$ cat src/rtl/seq_det_sched.sv
`default_nettype none
// ============================================================================
// Module      : seq_det_sched
// Description : Round-robin scheduler sharing one registered ones-count-mod-3
//               Mealy detector among NREQ requesters. A granted WIDTH-bit job
//               word is shifted LSB-first into the detector. The detector's
//               output pulses are counted and returned with the requester ID.
//
// Parameters  : NREQ  - number of requesters (>= 2)
//               WIDTH - bits per job word (>= 2)
//
// Ports       : clk, rst          - clock (rising edge), synchronous active-high reset
//               req[NREQ]         - level requests, held until granted
//               req_data          - job words, requester i at [i*WIDTH +: WIDTH]
//               gnt[NREQ]         - one-hot grant pulse
//               busy              - job in progress
//               done              - one-cycle result strobe
//               done_id/done_count- result of the finished job (held)
//               det_clr_n, det_x  - detector clear (active low) and serial input
//               det_y             - detector registered output
//               abort/done_abort  - only with SEQ_DET_SCHED_ABORT_EN defined
//
// Optional    : `define SEQ_DET_SCHED_ABORT_EN adds the abort input and the
//               done_abort result flag.
//
// Revision    : 1.0 - initial release
// ============================================================================
module seq_det_sched #(
    parameter int NREQ  = 4,
    parameter int WIDTH = 8,
    localparam int IDW  = $clog2(NREQ),
    localparam int CW   = $clog2(WIDTH + 1)
) (
    input  logic                  clk,
    input  logic                  rst,
    input  logic [NREQ-1:0]       req,
    input  logic [NREQ*WIDTH-1:0] req_data,
    output logic [NREQ-1:0]       gnt,
    output logic                  busy,
    output logic                  done,
    output logic [IDW-1:0]        done_id,
    output logic [CW-1:0]         done_count,
    output logic                  det_clr_n,
    output logic                  det_x,
`ifdef SEQ_DET_SCHED_ABORT_EN
    input  logic                  abort,
    output logic                  done_abort,
`endif
    input  logic                  det_y
);

    localparam int BW = $clog2(WIDTH);
    localparam logic [BW-1:0] c_LAST_BIT = BW'(WIDTH - 1);
    localparam logic [CW-1:0] c_CNT_MAX  = CW'(WIDTH);

    typedef enum logic [2:0] {
        S_IDLE  = 3'd0,
        S_CLEAR = 3'd1,
        S_SHIFT = 3'd2,
        S_DRAIN = 3'd3,
        S_DONE  = 3'd4
    } state_t;

    state_t            r_state;
    state_t            w_state_nxt;

    logic [NREQ-1:0]   r_gnt;
    logic              r_busy;
    logic              r_done;
    logic [IDW-1:0]    r_done_id;
    logic [CW-1:0]     r_done_count;
    logic              r_det_clr_n;
    logic              r_det_x;
    logic [IDW-1:0]    r_ptr;
    logic [IDW-1:0]    r_id;
    logic [WIDTH-1:0]  r_shift;
    logic [BW-1:0]     r_bit;
    logic [CW-1:0]     r_cnt;

    logic              w_abort;
    logic              w_abort_hit;
    logic              w_start;
    logic              w_found;
    logic [IDW-1:0]    w_idx;
    logic [IDW-1:0]    w_win;
    logic              w_sample;
    logic [CW-1:0]     w_cnt_nxt;
    logic [WIDTH-1:0]  w_words [NREQ];

`ifdef SEQ_DET_SCHED_ABORT_EN
    logic              r_done_abort;
    assign w_abort    = abort;
    assign done_abort = r_done_abort;
`else
    assign w_abort    = 1'b0;
`endif

    // Unpack the flat job-word bus into one word per requester.
    for (genvar gi = 0; gi < NREQ; gi++) begin : g_words
        assign w_words[gi] = req_data[gi*WIDTH +: WIDTH];
    end

    // Abort only matters while a job is actually using the detector.
    assign w_abort_hit = w_abort &&
                         ((r_state == S_CLEAR) || (r_state == S_SHIFT) || (r_state == S_DRAIN));

    // ------------------------------------------------------------------------
    // State register
    // ------------------------------------------------------------------------
    always_ff @(posedge clk) begin
        if (rst) begin
            r_state <= S_IDLE;
        end else begin
            r_state <= w_state_nxt;
        end
    end

    // ------------------------------------------------------------------------
    // Next-state logic
    // ------------------------------------------------------------------------
    always_comb begin
        w_state_nxt = r_state;
        case (r_state)
            S_IDLE:  if (|req) w_state_nxt = S_CLEAR;
            S_CLEAR: w_state_nxt = S_SHIFT;
            S_SHIFT: if (r_bit == c_LAST_BIT) w_state_nxt = S_DRAIN;
            S_DRAIN: w_state_nxt = S_DONE;
            S_DONE:  w_state_nxt = (|req) ? S_CLEAR : S_IDLE;
            default: w_state_nxt = S_IDLE;
        endcase
        if (w_abort_hit) begin
            w_state_nxt = S_DONE;
        end
    end

    // CLEAR is entered only from IDLE/DONE with a request pending.
    assign w_start = (w_state_nxt == S_CLEAR);

    // ------------------------------------------------------------------------
    // Round-robin search starting one past the last winner.
    // ------------------------------------------------------------------------
    always_comb begin
        w_found = 1'b0;
        w_win   = r_ptr;
        w_idx   = r_ptr;
        for (int k = 1; k <= NREQ; k++) begin
            w_idx = IDW'((int'(r_ptr) + k) % NREQ);
            if (!w_found && req[w_idx]) begin
                w_found = 1'b1;
                w_win   = w_idx;
            end
        end
    end

    // ------------------------------------------------------------------------
    // Pulse counting. det_y during SHIFT cycle 0 is still the detector's
    // reset value, so sampling starts at the edge ending SHIFT cycle 1 and
    // the last sample (for the final bit) lands at the edge ending DRAIN.
    // ------------------------------------------------------------------------
    assign w_sample = det_y &&
                      (((r_state == S_SHIFT) && (r_bit != '0)) || (r_state == S_DRAIN));

    always_comb begin
        w_cnt_nxt = r_cnt;
        if (r_state == S_CLEAR) begin
            w_cnt_nxt = '0;
        end else if (w_sample && (r_cnt != c_CNT_MAX)) begin
            w_cnt_nxt = r_cnt + CW'(1);
        end
    end

    // ------------------------------------------------------------------------
    // Datapath and registered outputs, all derived from the next state so
    // they line up with the state they describe.
    // ------------------------------------------------------------------------
    always_ff @(posedge clk) begin
        if (rst) begin
            r_gnt        <= '0;
            r_busy       <= 1'b0;
            r_done       <= 1'b0;
            r_done_id    <= '0;
            r_done_count <= '0;
            r_det_clr_n  <= 1'b0;
            r_det_x      <= 1'b0;
            r_ptr        <= IDW'(NREQ - 1);
            r_id         <= '0;
            r_shift      <= '0;
            r_bit        <= '0;
            r_cnt        <= '0;
`ifdef SEQ_DET_SCHED_ABORT_EN
            r_done_abort <= 1'b0;
`endif
        end else begin
            r_gnt <= '0;
            if (w_start) begin
                r_gnt[w_win] <= 1'b1;
                r_ptr        <= w_win;
                r_id         <= w_win;
                r_shift      <= w_words[w_win];
            end else if (w_state_nxt == S_SHIFT) begin
                r_shift <= r_shift >> 1;
            end

            r_det_x     <= (w_state_nxt == S_SHIFT) ? r_shift[0] : 1'b0;
            r_det_clr_n <= (w_state_nxt != S_CLEAR);
            r_busy      <= (w_state_nxt != S_IDLE);
            r_done      <= (w_state_nxt == S_DONE);

            if (r_state == S_SHIFT) begin
                r_bit <= r_bit + BW'(1);
            end else begin
                r_bit <= '0;
            end

            r_cnt <= w_cnt_nxt;

            if (w_state_nxt == S_DONE) begin
                r_done_count <= w_cnt_nxt;
                r_done_id    <= r_id;
`ifdef SEQ_DET_SCHED_ABORT_EN
                r_done_abort <= w_abort_hit;
`endif
            end
        end
    end

    assign gnt        = r_gnt;
    assign busy       = r_busy;
    assign done       = r_done;
    assign done_id    = r_done_id;
    assign done_count = r_done_count;
    assign det_clr_n  = r_det_clr_n;
    assign det_x      = r_det_x;

endmodule
`default_nettype wire

$ cat config.mk
export PLATFORM = sky130hd
export DESIGN_NAME = seq_det_sched
export DESIGN_NICKNAME = d
export VERILOG_FILES = /design/src/rtl/seq_det_sched.sv
export SDC_FILE = /design/constraint.sdc
export NUM_CORES = 1
export LEC_CHECK = 0
export CAP_MARGIN = 20
export CORE_MARGIN = 2
export CORE_UTILIZATION = 25
export DETAILED_ROUTE_END_ITERATION = 16
export SLEW_MARGIN = 20
export SYNTH_ARGS = -nofsm -noshare
export SYNTH_HDL_FRONTEND = slang
export SYNTH_SLANG_ARGS = --single-unit
export TNS_END_PERCENT = 30
$ cat constraint.sdc
create_clock -name clk -period 4.9 [get_ports clk]
set_input_delay 0.49 -clock clk [delete_from_list [all_inputs] [get_ports clk]]
set_output_delay 0.49 -clock clk [all_outputs]
set_load 0.1 [all_outputs]
# After elaboration in Yosys (flattened, before gate mapping)
# Cells that the tools add are included.
dict set report op_classes {
  n_eq_ne 10
  muxes 28
  addsub 6
  bitwise 4
  magnitude_cmp 7
  reduce_logical 19
}
# operator n
set op_table {}
lappend op_table {{$mux W8} 4}
lappend op_table {{$bmux W8 S2} 1}
lappend op_table {{$lt A2 B3 Y1 const B} 5}
lappend op_table {{$pmux W3 S5} 1}
lappend op_table {{$eq A3 B2 Y1 const B} 3}
lappend op_table {{$eq A3 B3 Y1 const B} 3}
lappend op_table {{$mux W1} 9}
lappend op_table {{$bmux W1 S2} 4}
lappend op_table {{$mux W2} 4}
lappend op_table {{$mux W4} 2}
lappend op_table {{$logic_and A1 B1 Y1} 7}
lappend op_table {{$eq A3 B1 Y1 const B} 2}
lappend op_table {{$mux W3} 2}
lappend op_table {{$reduce_bool A3 Y1} 2}
lappend op_table {{$reduce_or A2 Y1} 3}
lappend op_table {{$add A2 B1 Y2 const B} 2}
lappend op_table {{$add A2 B2 Y2 const B} 2}
lappend op_table {{$add A4 B1 Y4 const B} 1}
lappend op_table {{$ne A4 B4 Y1 const B} 1}
lappend op_table {{$reduce_or A4 Y1} 1}
lappend op_table {{$add A3 B1 Y3 const B} 1}
lappend op_table {{$ge A3 B3 Y1 const B} 1}
lappend op_table {{$logic_not A1 Y1} 3}
lappend op_table {{$logic_not A3 Y1} 1}
lappend op_table {{7 further kinds} 9}
dict set report word_totals {
  output_inout_bits 14
  regBits 36
  inputBits 39
}

# Longest topological paths before layout
# Gate-level depths: netlist of the first run.
dict set report logic_depth {
  ltp_word 18
  depth_mapped 7
  depth_no_buf 7
}

# Worst setup path before layout of the first run
# No wires, ideal clock.
dict set report synth_path {
  kind {reg-to-reg}
  startpoint {register r_bit[0]}
  endpoint {register r_shift[1]}
  t_arrival_ps 1555
  required_time_ps 4762
  n_path_buf 0
  synth_period_minus_slack_ps 1693
  stages_incl_launch_ff 8
  setup_slack_ps 3207
  path_cell_list {dfxtp_1 ha_1 ha_1 inv_1 a31oi_4 mux2_1 a32oi_1 o221ai_1}
}
dict set report synth_between {
  elab_chain_len 5
  word_cells_on_any_way 7
  cone_classes {3 x eq/ne; 3 x mux; 1 x reduce/logical}
}
# element line
set synth_lines {}
lappend synth_lines {{start, declared} 77} ;# logic [BW-1:0] r_bit;
lappend synth_lines {{start signal, assigned} 210} ;# r_bit <= r_bit + BW'(1);
lappend synth_lines {{$eq A3 B3 Y1 (*)} 126} ;# S_SHIFT: if (r_bit == c_LAST_BIT) w_state_nxt = S_DRAIN;
lappend synth_lines {{$mux W3 (*)} 126}
lappend synth_lines {{$pmux W3 S5 (*)} 123} ;# case (r_state)
lappend synth_lines {{$eq A3 B1 Y1 / $eq A3 B2 Y1 (equally long branches)} {137, 200}}
lappend synth_lines {{$mux W8 / $reduce_bool A2 Y1 (equally long branches)} --}
lappend synth_lines {{end signal, assigned} 199} ;# r_shift <= w_words[w_win];
lappend synth_lines {{end signal, assigned} 201} ;# r_shift <= r_shift >> 1;
lappend synth_lines {{end, declared} 76} ;# logic [WIDTH-1:0] r_shift;
# Mark *: on every way between the ends. The rest lies on a longest branch, timed or not.
# A chain may end at the register's enable or synchronous reset.

# Worst setup path after layout of the first run
dict set report layout_path {
  startpoint {input req[3]}
  endpoint {register r_shift[2]}
}
dict set report layout_between {
  elab_chain_len 17
  word_cells_on_any_way 33
  cone_classes {2 x eq/ne; 22 x mux; 1 x bitwise; 8 x reduce/logical}
}
# element line
set layout_lines {}
lappend layout_lines {{start, declared} 36} ;# input logic [NREQ-1:0] req,
lappend layout_lines {{$bmux W1 S2} 148} ;# if (!w_found && req[w_idx]) begin
lappend layout_lines {{$mux W1 (implied by the code)} 148}
lappend layout_lines {{$mux W1} 148}
lappend layout_lines {{$logic_not A1 Y1} 148}
lappend layout_lines {{$logic_and A1 B1 Y1} 148}
lappend layout_lines {{$mux W1} 148}
lappend layout_lines {{$logic_not A1 Y1} 148}
lappend layout_lines {{$logic_and A1 B1 Y1} 148}
lappend layout_lines {{$mux W1} 148}
lappend layout_lines {{$logic_not A1 Y1} 148}
lappend layout_lines {{$logic_and A1 B1 Y1} 148}
lappend layout_lines {{$mux W2} 148}
lappend layout_lines {{$not A2 Y3 (implied by the code)} 199}
lappend layout_lines {{$bmux W8 S2} 199}
lappend layout_lines {{$mux W8 (implied by the code) (2 in a row)} 199}
lappend layout_lines {{$mux W8} 195} ;# if (w_start) begin
# Several ways; a longest one is shown, not always the timed one. The select of a mux whose other input is x is not followed.

==> results of run 1 <==
-- worst register-to-register path, delay by kind of cell (launching register included) --
kind,cells,cell delay (ns)
AO/OA/AOI/OAI,2,0.35
AND/OR/NAND/NOR,2,1.11
flip-flops,1,0.43
-- routing by layer --
metal | routed length (um) | up-vias | track usage | part of all wire
met3 | 232 | 5 | 0.03878 | 0.054
li1 | - | 783 | - | -
met1 | 2040 | 708 | 0.1628 | 0.47
met5 | 0 | - | 0 | 0
met2 | 1966 | 37 | 0.1682 | 0.46
met4 | 58 | 0 | 0.03664 | 0.013
-- per-stage QoR --
stage / std cells / util / setup WS [ns] / total power [mW]
2_1_floorplan: 182 / - / 3.207 / 0.6838
3_3_place_gp: 325 / 0.3354 / 2.336 / 0.7684
3_5_place_dp: 325 / 0.3354 / 2.228 / 0.7710
4_1_cts: 332 / 0.3462 / 2.547 / 0.9688
5_1_grt: 332 / 0.3462 / 2.296 / 1.020
6_report: 332 / 0.3462 / 2.526 / 0.9581
-- final timing paths --
path	startpoint	end	slack (ns)
max	req[3]	r_shift[2]$_SDFFE_PP0P_	2.53
min	r_bit[0]$_SDFF_PP0_	r_bit[0]$_SDFF_PP0_	0.46
max reg2reg	r_state[1]$_SDFF_PP0_	r_shift[2]$_SDFFE_PP0P_	2.93
min reg2reg	r_bit[0]$_SDFF_PP0_	r_bit[0]$_SDFF_PP0_	0.46
-- power groups by stage --
stage                     Combinational (mW)  Clock [mW]  Sequential, mW
after global placement                 0.390           0           0.379
after CTS                              0.394       0.203           0.372
after detailed placement               0.393           0           0.378
final                                  0.391       0.195           0.372
after floorplan                        0.234           0           0.450
after global routing                   0.425       0.217           0.378
-- flip-flops by register name, summed over array words and instances, names as in the netlist --
name / flops
r_bit: 3
done: 1
r_state: 3
r_ptr: 2
r_cnt: 4
det_clr_n: 1
r_shift: 8
busy: 1
det_x: 1
r_id: 2
gnt: 4
done_id: 2
done_count: 4
-- cell usage in the layout (no fill, tap or decap), types with 2 or more instances in the layout --
cell type        netlist  layout
a21o_1                 2       2
nor3_4                 2       2
nor4_1                 2       2
xnor2_1                3       3
clkdlybuf4s50_1        0      52
nor2_1                18      18
nor3_1                11      11
a211oi_1               5       5
or3_1                  2       2
nand2b_1               5       5
o221ai_1               7       7
inv_1                  7       7
nand2_1                6       6
ha_1                   5       5
mux2_1                 6       6
and2_1                 2       2
nand3_1                3       3
nand4_1                7       7
a32oi_1                6       6
dfxtp_1               36      36
mux2i_1               13      13
nor4b_1                2       2
a21oi_1                4       4
clkbuf_8               0       5
nor2_4                 2       2
-- area by class of cell --
class	count	area, um2	share of cell area
Clock buffer	6	72.57	0.02937
Clock inverter	1	5.005	0.002025
Inverter	7	26.28	0.01063
Multi-Input combinational cell	130	994.7	0.4025
Sequential cell	36	720.7	0.2916
Tap cell	99	123.9	0.05013
Timing Repair Buffer	53	528.0	0.2137
-- logic make-up after synthesis --
logic type	count (synthesis)	share of synthesized area
simple gates	68	0.2242
flops	36	0.3986
compound gates	35	0.1675
mux	19	0.1093
buf+inv	16	0.05121
fa+ha+maj	5	0.03460
xor+xnor	3	0.01454
==> results.py, run 1 <==
metrics = {
    "outcome": {
        "status": "finished clean",
    },
    "sta": {
        "timing_hold_violations_final": 0,
        "slew_viol_final": 0,
        "final-setup-viol-count": 0,
        "skew_ns": 0.003726,
        "post-route-min-period_ns": 2.374,
        "finalCritPeriodShare": 0.4845,
        "worstMarginPinSlew_ns": 0.9771,
        "max_slew_margin": 0.3466,
        "rsz0062_at_grt": "no",
        "fmax_ghz": 0.4212,
        "hold_ws_ns": 0.4573,
        "timing.setup.tns_ns": 0,
    },
    "critical_path": {
        "crit_fanout": 14,
        "critical_path.startpoint_type": "primary input",
        "critPathKind": "in -> reg",
        "critical_path_buf_inv_count": 1,
        "endpoint_kind": "register",
        "path_delay_family": "simple AND/OR/NAND/NOR gates",
        "crit_cells": 6,
        "worstPathRequired_ns": 5.05,
        "crit_arrival_ns": 2.52,
        "slowest_stage": "or3_1",
        "worstRegToRegCells": 4,
        "cp_slowest_stage_delay_ns": 0.58,
        "crit_chain": "clkdlybuf4s50_1 -> nor4_1 -> or3_1 -> nor2_4 -> nand2_1 -> o221ai_1",
    },
    "place": {
        "gp_congestion": 0.7530,
        "placement.io_buffers": 52,
        "post-dp-hpwl_um": 3207,
        "post_dp_cell_area_um2": 2394,
    },
    "layout": {
        "num-nets-final": 277,
        "fin_area_um2": 2471,
        "fill_cells": 750,
        "drive_gt1_frac": 0.08584,
        "area_delta_synth_final_pct": 36.68,
        "antenna_cells": 0,
    },
    "die": {
        "fp.dieW_um": 89.04,
        "dieArea_um2": 7928,
        "die_h_um": 89.04,
        "ios": 53,
        "start_util": 0.2533,
        "row_count": 31,
        "core_area_um2": 7137,
    },
    "yosys": {
        "synth_nets": 226,
        "yosys-top-cells-count": "dfxtp_1, nor2_1, mux2i_1, nor3_1",
        "syn_area_um2": 1808,
        "synth_area_leader_cell": "dfxtp_1",
        "synth_edf_count": 0,
        "synthCells": 182,
        "ys_seq_area_frac": 0.3986,
        "async_flop_share": 0,
        "synth_seq_cells": 36,
        "synth_area_leaders": "dfxtp_1, mux2i_1, nor2_1",
        "synthDominantCellAreaShare": 0.3986,
        "synth_most_common_cell": "dfxtp_1",
        "postSynthAreaPerCell_um2": 9.934,
        "synth_flop_cell": "dfxtp_1",
        "synth_cell_types": 44,
        "yosys_warnings": 0,
    },
    "global_routing": {
        "grt_start_max_net_pins": 32,
        "antenna_found_initial": 0,
        "grt.overflow.total": 0,
        "grt_pass1_wl_um": 7038,
        "grt_pass1_vias": 1433,
        "track_usage": 0.1161,
    },
    "power_and_ir_drop": {
        "peakVddDrop_v": 0.0001584,
        "pwr-share-comb": 0.408,
        "p_per_area_nw_per_um2": 387.7,
        "switching_share": 0.3907,
        "seqPwrFrac": 0.389,
        "leakagePower_nw": 0.8949,
        "switching_power_mw": 0.3743,
        "clockPowerShare": 0.204,
        "internal-power_mw": 0.5838,
    },
    "detailed_routing": {
        "drc_errors": 0,
        "drt_iter0_drc": 133,
        "final_antenna_net_count": 0,
        "drt_first_pass_iters": 4,
        "vias_per_cell": 4.617,
        "drt-wirelength-per-cell_um": 12.94,
        "num_vias": 1533,
        "totalWireLength_um": 4297,
    },
    "clocking": {
        "cts_sinks": 36,
        "numCtsBuffers": 5,
        "postCtsSetupBuffers": 0,
        "cts_tree": "built",
        "htreeDepth": 2,
        "clock_latency_ns": 0.28,
        "clock-root-buffer": "clkbuf_8",
        "clock_path_buffers": 2,
        "hold_buffers": 0,
        "clk_pin_slew_ns": 0.07,
        "cts_resized": 0,
    },
    "worst_hold_path": {
        "holdPathStages": 1,
        "hold_path.class": "reg -> reg",
    },
    "flow_run": {
        "max_cap_violations": 0,
    },
}
Note: power is estimated with default switching activity, not from simulation.
==> run 2: changes to the inputs <==
==> constraint.sdc (replaced) <==
create_clock -name clk -period 2 [get_ports clk]
set_input_delay 0.2 -clock clk [delete_from_list [all_inputs] [get_ports clk]]
set_output_delay 0.2 -clock clk [all_outputs]
set_load 0.1 [all_outputs]
==> results.py, run 2 (synthesis results as in run 1) <==
metrics = {
    "detailed_routing": {
        "vias_per_cell": 4.542,
        "drt_iter0_drc": 52,
        "drt_first_pass_iters": 4,
        "drc_errors": 0,
        "drt-wirelength-per-cell_um": 12.81,
        "totalWireLength_um": 4394,
        "num_vias": 1558,
        "final_antenna_net_count": 0,
    },
    "worst_hold_path": {
        "hp-start": "r_bit[0]$_SDFF_PP0_",
        "holdPathEnd": "r_bit[0]$_SDFF_PP0_",
        "holdPathStages": 1,
        "hold_path.class": "reg -> reg",
    },
    "sta": {
        "skew_ns": 0.004703,
        "hold_ws_ns": 0.4668,
        "max_slew_margin": 0.6088,
        "slew_viol_final": 0,
        "post-route-min-period_ns": 1.861,
        "worstMarginPinSlew_ns": 0.5849,
        "final-setup-viol-count": 0,
        "fmax_ghz": 0.5372,
        "timing.setup.tns_ns": 0,
        "finalCritPeriodShare": 0.9307,
        "rsz0062_at_grt": "no",
        "timing_hold_violations_final": 0,
    },
    "die": {
        "core_area_um2": 7137,
        "start_util": 0.2533,
        "die_h_um": 89.04,
        "row_count": 31,
        "ios": 53,
        "dieArea_um2": 7928,
        "fp.dieW_um": 89.04,
    },
    "layout": {
        "multi_input_area_um2": 994.7,
        "antenna_cells": 0,
        "regMostFlops": "r_shift",
        "area_delta_synth_final_pct": 41.25,
        "num-nets-final": 287,
        "layout_commonest_cell": "clkdlybuf4s50_1",
        "drive_gt1_frac": 0.1844,
        "final_util": 0.3578,
        "final-seq-area_um2": 720.7,
        "fin_area_um2": 2554,
        "layout_common_cells": "clkdlybuf4s50_1, dfxtp_1, buf_4, nor2_1, mux2i_1",
        "largest_reg_flops": 8,
        "fill_cells": 741,
    },
    "clocking": {
        "clk_pin_slew_ns": 0.08,
        "cts_resized": 0,
        "numCtsBuffers": 5,
        "cts_sinks": 36,
        "htreeDepth": 2,
        "clock_latency_ns": 0.29,
        "clock_path_buffers": 2,
        "cts_tree": "built",
        "clock-root-buffer": "clkbuf_8",
    },
    "critical_path": {
        "regToRegSetupSlack_ns": 0.14,
        "crit_start": "r_bit[0]$_SDFF_PP0_",
        "worstPathRequired_ns": 2.17,
        "endpoint_kind": "register",
        "crit_arrival_ns": 2.03,
        "crit_fanout": 9,
        "critPathKind": "reg -> reg",
        "rr_startpoint": "r_bit[0]$_SDFF_PP0_",
        "critical_path.startpoint_type": "register",
        "worstRegToRegCells": 7,
        "timing.rr.end": "r_shift[1]$_SDFFE_PP0P_",
    },
    "power_and_ir_drop": {
        "switching_power_mw": 0.9603,
        "peakVddDrop_v": 0.0004512,
        "clockPowerShare": 0.249,
        "pwr-share-comb": 0.399,
        "internal-power_mw": 1.621,
        "switching_share": 0.3720,
        "leakagePower_nw": 0.9892,
        "seqPwrFrac": 0.353,
        "p_per_area_nw_per_um2": 1011,
    },
    "global_routing": {
        "grt_pass1_wl_um": 7224,
        "grt_start_max_net_pins": 16,
        "grt.overflow.total": 0,
        "track_usage": 0.1172,
        "grt_pass1_vias": 1528,
        "antenna_found_initial": 0,
    },
    "place": {
        "gp_congestion": 0.7479,
        "post-dp-hpwl_um": 3421,
        "post_dp_cell_area_um2": 2446,
        "placement.io_buffers": 52,
    },
    "flow_run": {
        "max_cap_violations": 0,
    },
    "outcome": {
        "status": "finished clean",
    },
}
## run 2: final cells by class
class	count	area share
repair buffers	63	0.2273
well taps	99	0.04851
multi-input cells	130	0.3895
flip-flops and latches	36	0.2822
clock inverters	2	0.01372
clock buffers	6	0.02842
inverters	7	0.01029
## run 2: power by group through the flow
stage	Clock, mW	Sequential [mW]	Combinational, mW
after floorplan	0	1.10	0.574
after global placement	0	0.925	1.03
after detailed placement	0	0.928	1.03
after CTS	0.655	0.911	1.04
after global routing	0.683	0.926	1.11
final	0.642	0.910	1.03
## run 2: worst max-delay path by stage
stage / depth (start not counted) / to / slack, ns
floorplan: 7 / r_shift[1]$_SDFFE_PP0P_ / 0.31
detailed placement: 7 / r_shift[7]$_SDFFE_PP0P_ / -0.06
CTS: 7 / r_shift[0]$_SDFFE_PP0P_ / 0.11
global route: 7 / r_shift[3]$_SDFFE_PP0P_ / 0.007
finish: 7 / r_shift[1]$_SDFFE_PP0P_ / 0.14
global placement: 6 / r_shift[6]$_SDFFE_PP0P_ / -0.02
## run 2: repair_timing
item | 4_1_cts | 5_1_grt
endpoints found under the setup margin | 0 | 5
hold buffers | 0 | 0
setup buffers | 0 | 0
## run 2: worst max-delay path, cell delays in order (launching register included)
cell and delay (ns):
dfxtp_1 0.36, ha_1 0.15, ha_1 0.16, inv_1 0.07, a31oi_4 0.32, mux2_1 0.37
a32oi_1 0.16, o221ai_1 0.14
## run 2: stage by stage
step | power [mW] | setup WS, ns | std cells
after floorplan | 1.675 | 0.3073 | 182
after global placement | 1.953 | -0.01865 | 335
after detailed placement | 1.962 | -0.05796 | 335
after CTS | 2.603 | 0.1120 | 343
after global routing | 2.717 | 0.006752 | 343
final | 2.581 | 0.1386 | 343
## run 2: per-layer routing
metal  track usage  wire [um]  up-vias
met5             0          0        -
met4       0.04071         56        0
met3       0.02678        189        7
met2        0.1764       1987       42
met1        0.1650       2160      705
li1              -          -      804
